[src/rtl/bank_read_return.sv]
// -----------------------------------------------------------------------------
// bank_read_return
//
// Read-data return path for a 4-bank dual-port memory. For each port it
// remembers which bank every read request addressed. It carries that
// information through a RD_LATENCY-deep shift pipe while the bank read
// completes. It then selects that bank's dout and returns a registered word
// together with a one-cycle valid strobe. The path is fully pipelined, so each
// port can issue one read per cycle. There is no backpressure.
//
// Timing: a request sampled at clock edge t produces bank data during cycle
// t+RD_LATENCY. That data is registered at the following edge, so o_valid_x
// and o_dout_x are seen in cycle t+RD_LATENCY+1.
//
// Optional feature, controlled by the macro BANK_CONFLICT_DETECT_EN:
//   When it is defined, o_conflict pulses for one cycle after any cycle in
//   which both ports are enabled, address the same bank, and at least one of
//   them writes. o_conflict_cnt counts these events and saturates at 8'hFF.
//   When it is undefined, both ports and their logic are absent.
//
// Ports
//   i_clk, i_rst            clock (rising edge), asynchronous active-high reset
//   i_ena/i_enb             port enables
//   i_wea/i_web             write enables (a read request is en & ~we)
//   i_addra/i_addrb         request addresses; the top 2 bits select the bank
//   i_dout_a1..i_dout_a4    port-A read data from banks 1..4
//   i_dout_b1..i_dout_b4    port-B read data from banks 1..4
//   o_dout_a/o_dout_b       returned read data (held between reads)
//   o_valid_a/o_valid_b     one-cycle strobe per returned read
//   o_conflict              (macro only) registered bank-conflict pulse
//   o_conflict_cnt          (macro only) saturating conflict counter
// -----------------------------------------------------------------------------
module bank_read_return #(
  parameter int MEM_DEPTH   = 64,
  parameter int ADDRA_WIDTH = $clog2(4*MEM_DEPTH),
  parameter int ADDRB_WIDTH = ADDRA_WIDTH,
  parameter int DATAA_WIDTH = 8,
  parameter int DATAB_WIDTH = DATAA_WIDTH,
  parameter int RD_LATENCY  = 1
) (
  input  logic                   i_clk,
  input  logic                   i_rst,
  input  logic                   i_ena,
  input  logic                   i_enb,
  input  logic                   i_wea,
  input  logic                   i_web,
  input  logic [ADDRA_WIDTH-1:0] i_addra,
  input  logic [ADDRB_WIDTH-1:0] i_addrb,
  input  logic [DATAA_WIDTH-1:0] i_dout_a1,
  input  logic [DATAA_WIDTH-1:0] i_dout_a2,
  input  logic [DATAA_WIDTH-1:0] i_dout_a3,
  input  logic [DATAA_WIDTH-1:0] i_dout_a4,
  input  logic [DATAB_WIDTH-1:0] i_dout_b1,
  input  logic [DATAB_WIDTH-1:0] i_dout_b2,
  input  logic [DATAB_WIDTH-1:0] i_dout_b3,
  input  logic [DATAB_WIDTH-1:0] i_dout_b4,
  output logic [DATAA_WIDTH-1:0] o_dout_a,
  output logic [DATAB_WIDTH-1:0] o_dout_b,
  output logic                   o_valid_a,
  output logic                   o_valid_b
`ifdef BANK_CONFLICT_DETECT_EN
  ,
  output logic                   o_conflict,
  output logic [7:0]             o_conflict_cnt
`endif
);

  // Each pipe entry is {vld, sel[1:0]}.
  localparam int PIPE_W = 3;

  logic [1:0] sel_a;
  logic [1:0] sel_b;
  logic       rd_a;
  logic       rd_b;

  assign sel_a = i_addra[ADDRA_WIDTH-1 -: 2];
  assign sel_b = i_addrb[ADDRB_WIDTH-1 -: 2];
  assign rd_a  = i_ena & ~i_wea;
  assign rd_b  = i_enb & ~i_web;

  // Only the bank-select bits of the address matter on the return side.
  logic unused_addr_bits;
  assign unused_addr_bits = ^{i_addra[ADDRA_WIDTH-3:0], i_addrb[ADDRB_WIDTH-3:0]};

  // ---------------------------------------------------------------------------
  // Request-tracking shift pipes
  // ---------------------------------------------------------------------------
  logic [PIPE_W-1:0] pipe_a_reg  [RD_LATENCY];
  logic [PIPE_W-1:0] pipe_b_reg  [RD_LATENCY];
  logic [PIPE_W-1:0] pipe_a_next [RD_LATENCY];
  logic [PIPE_W-1:0] pipe_b_next [RD_LATENCY];

  // Stage 0 loads every cycle, so writes and idle cycles enter as bubbles.
  assign pipe_a_next[0] = {rd_a, sel_a};
  assign pipe_b_next[0] = {rd_b, sel_b};

  for (genvar gi = 1; gi < RD_LATENCY; gi++) begin : g_pipe_shift
    assign pipe_a_next[gi] = pipe_a_reg[gi-1];
    assign pipe_b_next[gi] = pipe_b_reg[gi-1];
  end

  always_ff @(posedge i_clk or posedge i_rst) begin
    if (i_rst) begin
      for (int i = 0; i < RD_LATENCY; i++) begin
        pipe_a_reg[i] <= '0;
        pipe_b_reg[i] <= '0;
      end
    end else begin
      pipe_a_reg <= pipe_a_next;
      pipe_b_reg <= pipe_b_next;
    end
  end

  // ---------------------------------------------------------------------------
  // Bank select mux, driven by the last pipe stage, which lines up with the
  // bank dout of the same request.
  // ---------------------------------------------------------------------------
  logic [PIPE_W-1:0]      last_a;
  logic [PIPE_W-1:0]      last_b;
  logic [DATAA_WIDTH-1:0] bank_a [4];
  logic [DATAB_WIDTH-1:0] bank_b [4];
  logic [DATAA_WIDTH-1:0] mux_a;
  logic [DATAB_WIDTH-1:0] mux_b;

  assign last_a = pipe_a_reg[RD_LATENCY-1];
  assign last_b = pipe_b_reg[RD_LATENCY-1];

  assign bank_a[0] = i_dout_a1;
  assign bank_a[1] = i_dout_a2;
  assign bank_a[2] = i_dout_a3;
  assign bank_a[3] = i_dout_a4;
  assign bank_b[0] = i_dout_b1;
  assign bank_b[1] = i_dout_b2;
  assign bank_b[2] = i_dout_b3;
  assign bank_b[3] = i_dout_b4;

  assign mux_a = bank_a[last_a[1:0]];
  assign mux_b = bank_b[last_b[1:0]];

  // ---------------------------------------------------------------------------
  // Output registers. The data registers hold their value across bubbles.
  // ---------------------------------------------------------------------------
  logic [DATAA_WIDTH-1:0] dout_a_reg;
  logic [DATAB_WIDTH-1:0] dout_b_reg;
  logic                   valid_a_reg;
  logic                   valid_b_reg;

  always_ff @(posedge i_clk or posedge i_rst) begin
    if (i_rst) begin
      dout_a_reg  <= '0;
      dout_b_reg  <= '0;
      valid_a_reg <= 1'b0;
      valid_b_reg <= 1'b0;
    end else begin
      valid_a_reg <= last_a[2];
      valid_b_reg <= last_b[2];
      if (last_a[2]) dout_a_reg <= mux_a;
      if (last_b[2]) dout_b_reg <= mux_b;
    end
  end

  assign o_dout_a  = dout_a_reg;
  assign o_dout_b  = dout_b_reg;
  assign o_valid_a = valid_a_reg;
  assign o_valid_b = valid_b_reg;

`ifdef BANK_CONFLICT_DETECT_EN
  // ---------------------------------------------------------------------------
  // Bank conflict detection. A read-read collision on the same bank is
  // harmless; only collisions that involve a write are flagged.
  // ---------------------------------------------------------------------------
  logic       conflict_hit;
  logic       conflict_reg;
  logic [7:0] conflict_cnt_reg;

  assign conflict_hit = i_ena & i_enb & (sel_a == sel_b) & (i_wea | i_web);

  always_ff @(posedge i_clk or posedge i_rst) begin
    if (i_rst) begin
      conflict_reg     <= 1'b0;
      conflict_cnt_reg <= 8'h00;
    end else begin
      conflict_reg <= conflict_hit;
      if (conflict_hit && (conflict_cnt_reg != 8'hFF)) begin
        conflict_cnt_reg <= conflict_cnt_reg + 8'h01;
      end
    end
  end

  assign o_conflict     = conflict_reg;
  assign o_conflict_cnt = conflict_cnt_reg;
`endif

endmodule

[config.mk]
export PLATFORM = sky130hd
export DESIGN_NAME = bank_read_return
export DESIGN_NICKNAME = d
export VERILOG_FILES = /design/src/rtl/bank_read_return.sv
export SDC_FILE = /design/constraint.sdc
export NUM_CORES = 1
export LEC_CHECK = 0
export ABC_AREA = 1
export CORE_MARGIN = 10
export CORE_UTILIZATION = 39
export CTS_CLUSTER_DIAMETER = 50
export CTS_CLUSTER_SIZE = 24
export DETAILED_ROUTE_END_ITERATION = 8
export PLACE_DENSITY = 0.86
export SLEW_MARGIN = 15
export SYNTH_ARGS = -nofsm -noshare
export SYNTH_HDL_FRONTEND = slang
export SYNTH_SLANG_ARGS = --single-unit
[constraint.sdc]
create_clock -name i_clk -period 2.55 [get_ports i_clk]
set_clock_uncertainty 0.2 [all_clocks]
set_input_delay 0.51 -clock i_clk [delete_from_list [all_inputs] [get_ports i_clk]]
set_output_delay 0.51 -clock i_clk [all_outputs]
set_load 0.01 [all_outputs]
---- After elaboration in Yosys (flattened, before gate mapping) ----
Cells that the tools add are included.
word-level totals
  output and inout port bits .............. 18
  bits in registers ....................... 24
cells by class
  magnitude comparators ................... 2
  bitwise operators ....................... 6
  muxes and demuxes ....................... 6
operators by type and width
  cell                                                       count
  8-bit binary-select mux with 2-bit select                  2
  8-bit two-way mux                                          4
  3-bit greater-or-equal comparator (second input constant)  2
  2-bit inverter with 3-bit output                           2
  1-bit AND                                                  2
  1-bit inverter                                             2

---- Longest topological paths before layout ----
Gate-level depths: netlist (run 1).
  word-level depth ........................ 4
  depth in mapped cells ................... 8

---- Least setup slack after synthesis (run 1) ----
No wires, ideal clock.
  path type ............................... register to register
  start ................................... register pipe_b_reg, in the netlist last_b[0]
  end ..................................... register dout_b_reg[0] (netlist: o_dout_b[0])
  cell stages (with the launch flop) ...... 9
  arrival ................................. 0.890 ns
  required time ........................... 2.234 ns
  period minus slack after synthesis ...... 1.207 ns
  slack ................................... 1.343 ns
  cell sequence ........................... dfrtp_1 buf_6 inv_4 buf_6 nand2_1 nand3_1 nand2_1 nand2_1 nand2_1
between the ends
  word-level cells in the longest chain between the ends .. 4
RTL lines
  what                                                    line  source
  from (decl)                                             89    logic [PIPE_W-1:0] pipe_b_reg [RD_LATENCY];
  from (signal assigned)                                  110   pipe_b_reg <= pipe_b_next;
  2-bit inverter with 3-bit output (not written as such)  138   assign mux_b = bank_b[last_b[1:0]];
  8-bit binary-select mux with 2-bit select               138
  8-bit two-way mux (not written as such) (2 in a row)    138
  to (signal assigned)                                    158   if (last_b[2]) dout_b_reg <= mux_b;
  to (decl)                                               144   logic [DATAB_WIDTH-1:0] dout_b_reg;
Every way passes these cells. The select of a mux whose other input is x is not followed.
A chain may end at the register's enable or synchronous reset.

---- Worst setup path after layout (run 1) ----
  start ................................... register dout_a_reg[6] (netlist: o_dout_a[6])
  end ..................................... output port o_dout_a[6]
RTL lines
  what                    line  source
  from (decl)             143   logic [DATAA_WIDTH-1:0] dout_a_reg;
  from (signal assigned)  157   if (last_a[2]) dout_a_reg <= mux_a;
  to (decl)               57    output logic [DATAA_WIDTH-1:0] o_dout_a,
No word-level cell between the ends.

==> results of run 1 <==
## how the worst max path moves through the flow
stage                            start                       to  depth (start not counted)
3_5_place_dp   o_dout_a[4]$_DFFE_PP0P_              o_dout_a[4]                          1
2_1_floorplan      last_b[0]$_DFF_PP0_  o_dout_b[0]$_DFFE_PP0P_                          8
4_1_cts        o_dout_a[4]$_DFFE_PP0P_              o_dout_a[4]                          1
3_3_place_gp   o_dout_a[3]$_DFFE_PP0P_              o_dout_a[3]                          1
5_1_grt        o_dout_a[4]$_DFFE_PP0P_              o_dout_a[4]                          1
6_report       o_dout_a[6]$_DFFE_PP0P_              o_dout_a[6]                          1
## cells in the final DEF, fill, tap and decap left out
cell,netlist,final
sky130_fd_sc_hd__inv_1,71,71
sky130_fd_sc_hd__buf_4,2,1
sky130_fd_sc_hd__bufinv_16,0,1
sky130_fd_sc_hd__nand2_1,128,128
sky130_fd_sc_hd__nor2_1,2,2
sky130_fd_sc_hd__clkbuf_8,0,3
sky130_fd_sc_hd__nand3_1,32,32
sky130_fd_sc_hd__dfrtp_1,24,24
sky130_fd_sc_hd__inv_4,2,2
sky130_fd_sc_hd__clkdlybuf4s50_1,0,91
## logic make-up (layout without fill, tap and decap cells)
kind of cell | Yosys count | in the layout | synth area share [%]
flops | 24 | 24 | 37.4
simple gates | 162 | 162 | 40.3
buf+inv | 83 | 169 | 22.3
## cell type report
| type | instances | area share [%] |
|---|---|---|
| Sequential cell | 24 | 23.3 |
| Clock buffer | 3 | 1.60 |
| Multi-Input combinational cell | 162 | 25.1 |
| Tap cell | 50 | 2.42 |
| Inverter | 73 | 10.8 |
| Timing Repair Buffer | 92 | 35.6 |
| Clock inverter | 1 | 1.16 |
## cell usage after synthesis, drive strengths merged
| library cell | count |
|---|---|
| buf | 10 |
| inv | 73 |
| dfrtp | 24 |
| nand3 | 32 |
| nor2 | 2 |
| nand2 | 128 |
## power breakdown
part / internal (uW) / total, uW / leakage, uW / switching (uW)
sequential: 424 / 463 / 0.000295 / 38.2
clock: 210 / 323 / 0.0000357 / 113
combinational: 214 / 350 / 0.00115 / 135
## sequential cells by signal (all words and copies together), names as in the netlist
| name | cells |
|---|---|
| o_valid_b | 1 |
| last_b | 3 |
| last_a | 3 |
| o_dout_b | 8 |
| o_valid_a | 1 |
| o_dout_a | 8 |
## routing by layer
metal,wire (um),part of all wire (%),up-vias,GRT usage (%)
met5,0,0,-,0
met4,31,0.64,0,1.52
met3,296,6.1,2,5.12
met2,2670,55,32,23.9
met1,1820,38,786,13.0
li1,-,-,931,-
## stage by stage
step | power (uW) | std cells | hold WS [ns] | setup slack (ns)
3_5_place_dp | 825 | 401 | 0.264 | 0.940
2_1_floorplan | 610 | 269 | 0.149 | 1.34
3_3_place_gp | 815 | 401 | 0.261 | 0.950
4_1_cts | 1150 | 405 | 0.286 | 0.638
6_report | 1130 | 405 | 0.283 | 0.658
5_1_grt | 1210 | 405 | 0.302 | 0.602
==> results.json, run 1 <==
{
  "timing.final.crit_period_ns": 1.89,
  "outcome": "finished, final reports clean",
  "routed_wirelength_mm": 4.82,
  "maxSlewHeadroom_pct": 60.5,
  "seq_area_frac_synth_pct": 37.4,
  "vias": 1751,
  "cts_hold_buffers": 0,
  "clk_pin_slew_ns": 0.08,
  "chip_height_um": 84.2,
  "drcViolationCount": 0,
  "floorplan.initialDensity_pct": 40.2,
  "clk_latency_ns": 0.26,
  "grt_pass1_wl_mm": 7.58,
  "die_area_sq_um": 7090,
  "timing_hold_violations_final": 0,
  "post_cts.repair.setup_buffers": 0,
  "post-route-period-util_pct": 74.2,
  "syn_area_per_cell_sq_um": 5.98,
  "critical_path.slowest_cell": "sky130_fd_sc_hd__clkdlybuf4s50_1",
  "timing.critical_path.arrival_ns": 1.18,
  "critical-path-top-delay-family": "buffers and inverters",
  "detailedRoute.firstIterationViolations": 71,
  "yosysTopAreaCellShare_pct": 37.4,
  "placementRows": 23,
  "yosysUniqueCellTypes": 9,
  "crit-reg2reg-launch": "last_a[0]$_DFF_PP0_",
  "numCtsBuffers": 3,
  "core_area_sq_um": 4000,
  "multi_input_area_sq_um": 648,
  "rr_worst_depth": 6,
  "synthTopCellsByArea": "sky130_fd_sc_hd__dfrtp_1 37%, sky130_fd_sc_hd__nand2_1 30%, sky130_fd_sc_hd__inv_1 17%",
  "path_cells": "clkdlybuf4s50_1",
  "detailedRoute.firstPassIterationCount": 4,
  "worstPathRequired_ns": 1.84,
  "grt_setup_unrepaired": "no",
  "detailed_place_hpwl_mm": 4.13,
  "critical_path_peak_fanout": 2,
  "antenna_found_initial": 0,
  "nFillCells": 376,
  "area_delta_synth_final_pct": 60.5,
  "ys_seq_elements": 24,
  "dpl-instance-area_sq_um": 2510,
  "standby_leakage_power_uw": 0.00148,
  "yosys_warnings": 0,
  "avgViaCountPerCell": 4.32,
  "hold_path.class": "flop to flop",
  "yosysTopAreaCell": "sky130_fd_sc_hd__dfrtp_1",
  "design.portCount": 104,
  "cts_buffer_depth": 2,
  "setup-tns-final_ns": 0,
  "cts.root.buffer_cell": "sky130_fd_sc_hd__clkbuf_8",
  "slew_violations": 0,
  "htree_levels": 1,
  "clock_tree_from_tritoncts": "done",
  "max_freq_mhz": 529,
  "insertedDiodeCount": 0,
  "layout.core_utilization_pct": 64.5,
  "ctsResizeCount": 0,
  "r2r_slack_ns": 1.02,
  "port-buffer-count": 91,
  "timing.hold.worst_path_depth": 2,
  "gate_count_of_the_mapped_netlist": 269,
  "cap_viol_max_count": 0,
  "start_kind": "flop",
  "globalRouteTotalUtil_pct": 12.6,
  "number_of_global_route_vias_before_repair": 1593,
  "grt_max_degree": 25,
  "r2r_path_end": "o_dout_a[4]$_DFFE_PP0P_",
  "post-route-cell-area_sq_um": 2580,
  "gr-total-overflow": 0,
  "detail-route-antenna-nets": 0,
  "cts.sink_count": 24,
  "netlist_area_sq_um": 1610,
  "synthesis.nets": 355,
  "share_of_post_route_cells_with_drive_strength_above_1_pct": 1.97,
  "final-seq-area_sq_um": 601,
  "final_net_count": 442,
  "type_of_destination_of_the_critical_path": "output port",
  "vdd_ir_drop_max_mv": 0.365,
  "finalSetupViolCount": 0,
  "die-width_um": 84.2,
  "max_slew.worst_pin.slew_ns": 0.592,
  "place_congestion": 0.736,
  "worst-path-buf-inv": 1,
  "critical_path.max_stage_delay_ns": 0.57,
  "min_to": "o_dout_a[1]$_DFFE_PP0P_",
  "power.density_cell_area_nw_per_um2": 440,
  "min-delay-start": "o_dout_a[1]$_DFFE_PP0P_",
  "worstSetupPathType": "flop to output port",
  "wire_per_inst_um": 11.9
}
(Power assumes the default switching activity.)
==> run 2: changes to the inputs <==
--- a/config.mk
+++ b/config.mk
@@ -7,11 +7,11 @@
 export LEC_CHECK = 0
 export ABC_AREA = 1
 export CORE_MARGIN = 10
-export CORE_UTILIZATION = 39
+export CORE_UTILIZATION = 33
 export CTS_CLUSTER_DIAMETER = 50
 export CTS_CLUSTER_SIZE = 24
 export DETAILED_ROUTE_END_ITERATION = 8
-export PLACE_DENSITY = 0.86
+export PLACE_DENSITY = 0.77
 export SLEW_MARGIN = 15
 export SYNTH_ARGS = -nofsm -noshare
 export SYNTH_HDL_FRONTEND = slang
==> constraint.sdc (replaced) <==
create_clock -name i_clk -period 1.6 [get_ports i_clk]
set_clock_uncertainty 0.2 [all_clocks]
set_input_delay 0.32 -clock i_clk [delete_from_list [all_inputs] [get_ports i_clk]]
set_output_delay 0.32 -clock i_clk [all_outputs]
set_load 0.01 [all_outputs]
==> run 2 against run 1 <==
Global-route usage down 0.54 points. Power up 56%. Sequential share of layout area down 0.32 points. Sequential power up 55%. Wire length up 1.4%. Core utilization down 9.1 points. Via count about the same. First-iteration DRC count down 7.0%. Die area up 14%.
==> results.json, run 2 (synthesis gave the netlist of run 1 again) <==
{
  "globalRouteTotalUtil_pct": 12.1,
  "holdWs_ns": 0.197,
  "wire_per_inst_um": 11.4,
  "detailedRoute.firstIterationViolations": 66,
  "number_of_global_route_vias_before_repair": 1717,
  "layout_common_cells": "128 x sky130_fd_sc_hd__nand2_1, 73 x sky130_fd_sc_hd__clkdlybuf4s50_1, 71 x sky130_fd_sc_hd__inv_1, 32 x sky130_fd_sc_hd__nand3_1, 24 x sky130_fd_sc_hd__dfrtp_1",
  "cts.root.buffer_cell": "sky130_fd_sc_hd__clkbuf_8",
  "htree_levels": 1,
  "max_freq_mhz": 678,
  "die_area_sq_um": 8060,
  "placementRows": 25,
  "setup-tns-final_ns": 0,
  "hold_path.class": "input port to asynchronous set/reset pin",
  "start_kind": "flop",
  "numCtsBuffers": 3,
  "finalSetupViolCount": 0,
  "port-buffer-count": 91,
  "insertedDiodeCount": 0,
  "worst-path-buf-inv": 1,
  "clock_tree_from_tritoncts": "done",
  "detail-route-antenna-nets": 0,
  "grt_setup_unrepaired": "no",
  "grt_max_degree": 25,
  "cap_viol_max_count": 0,
  "floorplan.initialDensity_pct": 34.0,
  "detailedRoute.firstPassIterationCount": 4,
  "chip_height_um": 89.8,
  "cts.sink_count": 24,
  "critical_path.max_stage_delay_ns": 0.39,
  "nFillCells": 464,
  "worstPathRequired_ns": 1.08,
  "design.portCount": 104,
  "timing.critical_path.arrival_ns": 0.95,
  "clk_pin_slew_ns": 0.08,
  "detailed_place_hpwl_mm": 4.16,
  "core_area_sq_um": 4720,
  "critical_path_peak_fanout": 2,
  "standby_leakage_power_uw": 0.00155,
  "vdd_ir_drop_max_mv": 0.574,
  "grt_pass1_wl_mm": 8.24,
  "final_net_count": 447,
  "worstSetupPathType": "flop to output port",
  "share_of_post_route_cells_with_drive_strength_above_1_pct": 3.33,
  "preCtsSetupSlack_ns": 0.162,
  "cts_hold_buffers": 0,
  "post-route-period-util_pct": 92.2,
  "routed_wirelength_mm": 4.89,
  "outcome": "finished, final reports clean",
  "die-width_um": 89.8,
  "gr-total-overflow": 0,
  "place_congestion": 0.815,
  "ctsResizeCount": 18,
  "avgViaCountPerCell": 4.10,
  "type_of_destination_of_the_critical_path": "output port",
  "timing_hold_violations_final": 0,
  "max_slew.worst_pin.slew_ns": 0.338,
  "critical_path.slowest_cell": "sky130_fd_sc_hd__dfrtp_1",
  "fin_ws_ns": 0.125,
  "critical-path-top-delay-family": "flip-flops",
  "timing.final.crit_period_ns": 1.47,
  "power.density_cell_area_nw_per_um2": 678,
  "multi_input_area_sq_um": 648,
  "area_delta_synth_final_pct": 62.7,
  "maxSlewHeadroom_pct": 77.5,
  "drcViolationCount": 0,
  "path_cells": "dlygate4sd2_1",
  "cts_buffer_depth": 2,
  "post_cts.repair.setup_buffers": 0,
  "final-seq-area_sq_um": 601,
  "vias": 1750,
  "slew_violations": 0,
  "clk_latency_ns": 0.26,
  "layout_commonest_cell": "sky130_fd_sc_hd__nand2_1",
  "antenna_found_initial": 0
}
-- run 2: through the flow --
stage / util, % / cell area, sq um / total power (uW) / instances
2_1_floorplan: - / 1610 / 972 / 269
3_3_place_gp: 54.4 / 2570 / 1320 / 423
3_5_place_dp: 54.4 / 2570 / 1330 / 423
4_1_cts: 55.4 / 2620 / 1810 / 427
5_1_grt: 55.4 / 2620 / 1910 / 427
6_report: 55.4 / 2620 / 1770 / 427
-- run 2: where the power goes --
| group | leakage (uW) | internal [uW] | switching [uW] | total (uW) |
|---|---|---|---|---|
| sequential | 0.000295 | 676 | 42.3 | 719 |
| combinational | 0.00122 | 304 | 235 | 539 |
| clock | 0.0000357 | 334 | 183 | 517 |
| total | 0.00155 | 1310 | 460 | 1770 |
-- run 2: metal layers --
layer | global-route usage [%] | routed length [um] | vias to the layer above
met2 | 21.5 | 2540 | 30
li1 | - | - | 939
met1 | 14.3 | 2090 | 779
met5 | 0 | 0 | -
met4 | 1.62 | 19 | 0
met3 | 3.41 | 233 | 2
-- run 2: final timing paths --
path	startpoint	endpoint	slack, ns	cells after the start
max reg2reg	last_a[0]$_DFF_PP0_	o_dout_a[2]$_DFFE_PP0P_	0.21	6
max	o_dout_a[5]$_DFFE_PP0P_	o_dout_a[5]	0.13	1
min in group i_clk	o_dout_b[7]$_DFFE_PP0P_	o_dout_b[7]$_DFFE_PP0P_	0.28	2
min	i_rst	o_dout_a[2]$_DFFE_PP0P_	0.20	3
max in group asynchronous	i_rst	last_b[1]$_DFF_PP0_	0.78	3
min reg2reg	o_dout_b[7]$_DFFE_PP0P_	o_dout_b[7]$_DFFE_PP0P_	0.28	2
-- run 2: final cells by class --
cell class              instances  share of cell area, %
repair buffers                 97                   35.7
multi-input cells             162                   24.8
flip-flops and latches         24                   23.0
inverters                      73                   10.7
well taps                      67                   3.20
clock buffers                   3                   1.58
clock inverters                 1                   1.15
-- run 2: worst reg2reg max path, stage by stage, from the launching register on --
cell	delay [ns]
sky130_fd_sc_hd__dfrtp_1	0.55
sky130_fd_sc_hd__buf_4	0.20
sky130_fd_sc_hd__nand2_1	0.05
sky130_fd_sc_hd__nand3_1	0.10
sky130_fd_sc_hd__nand2_1	0.07
sky130_fd_sc_hd__nand2_1	0.05
sky130_fd_sc_hd__nand2_1	0.06
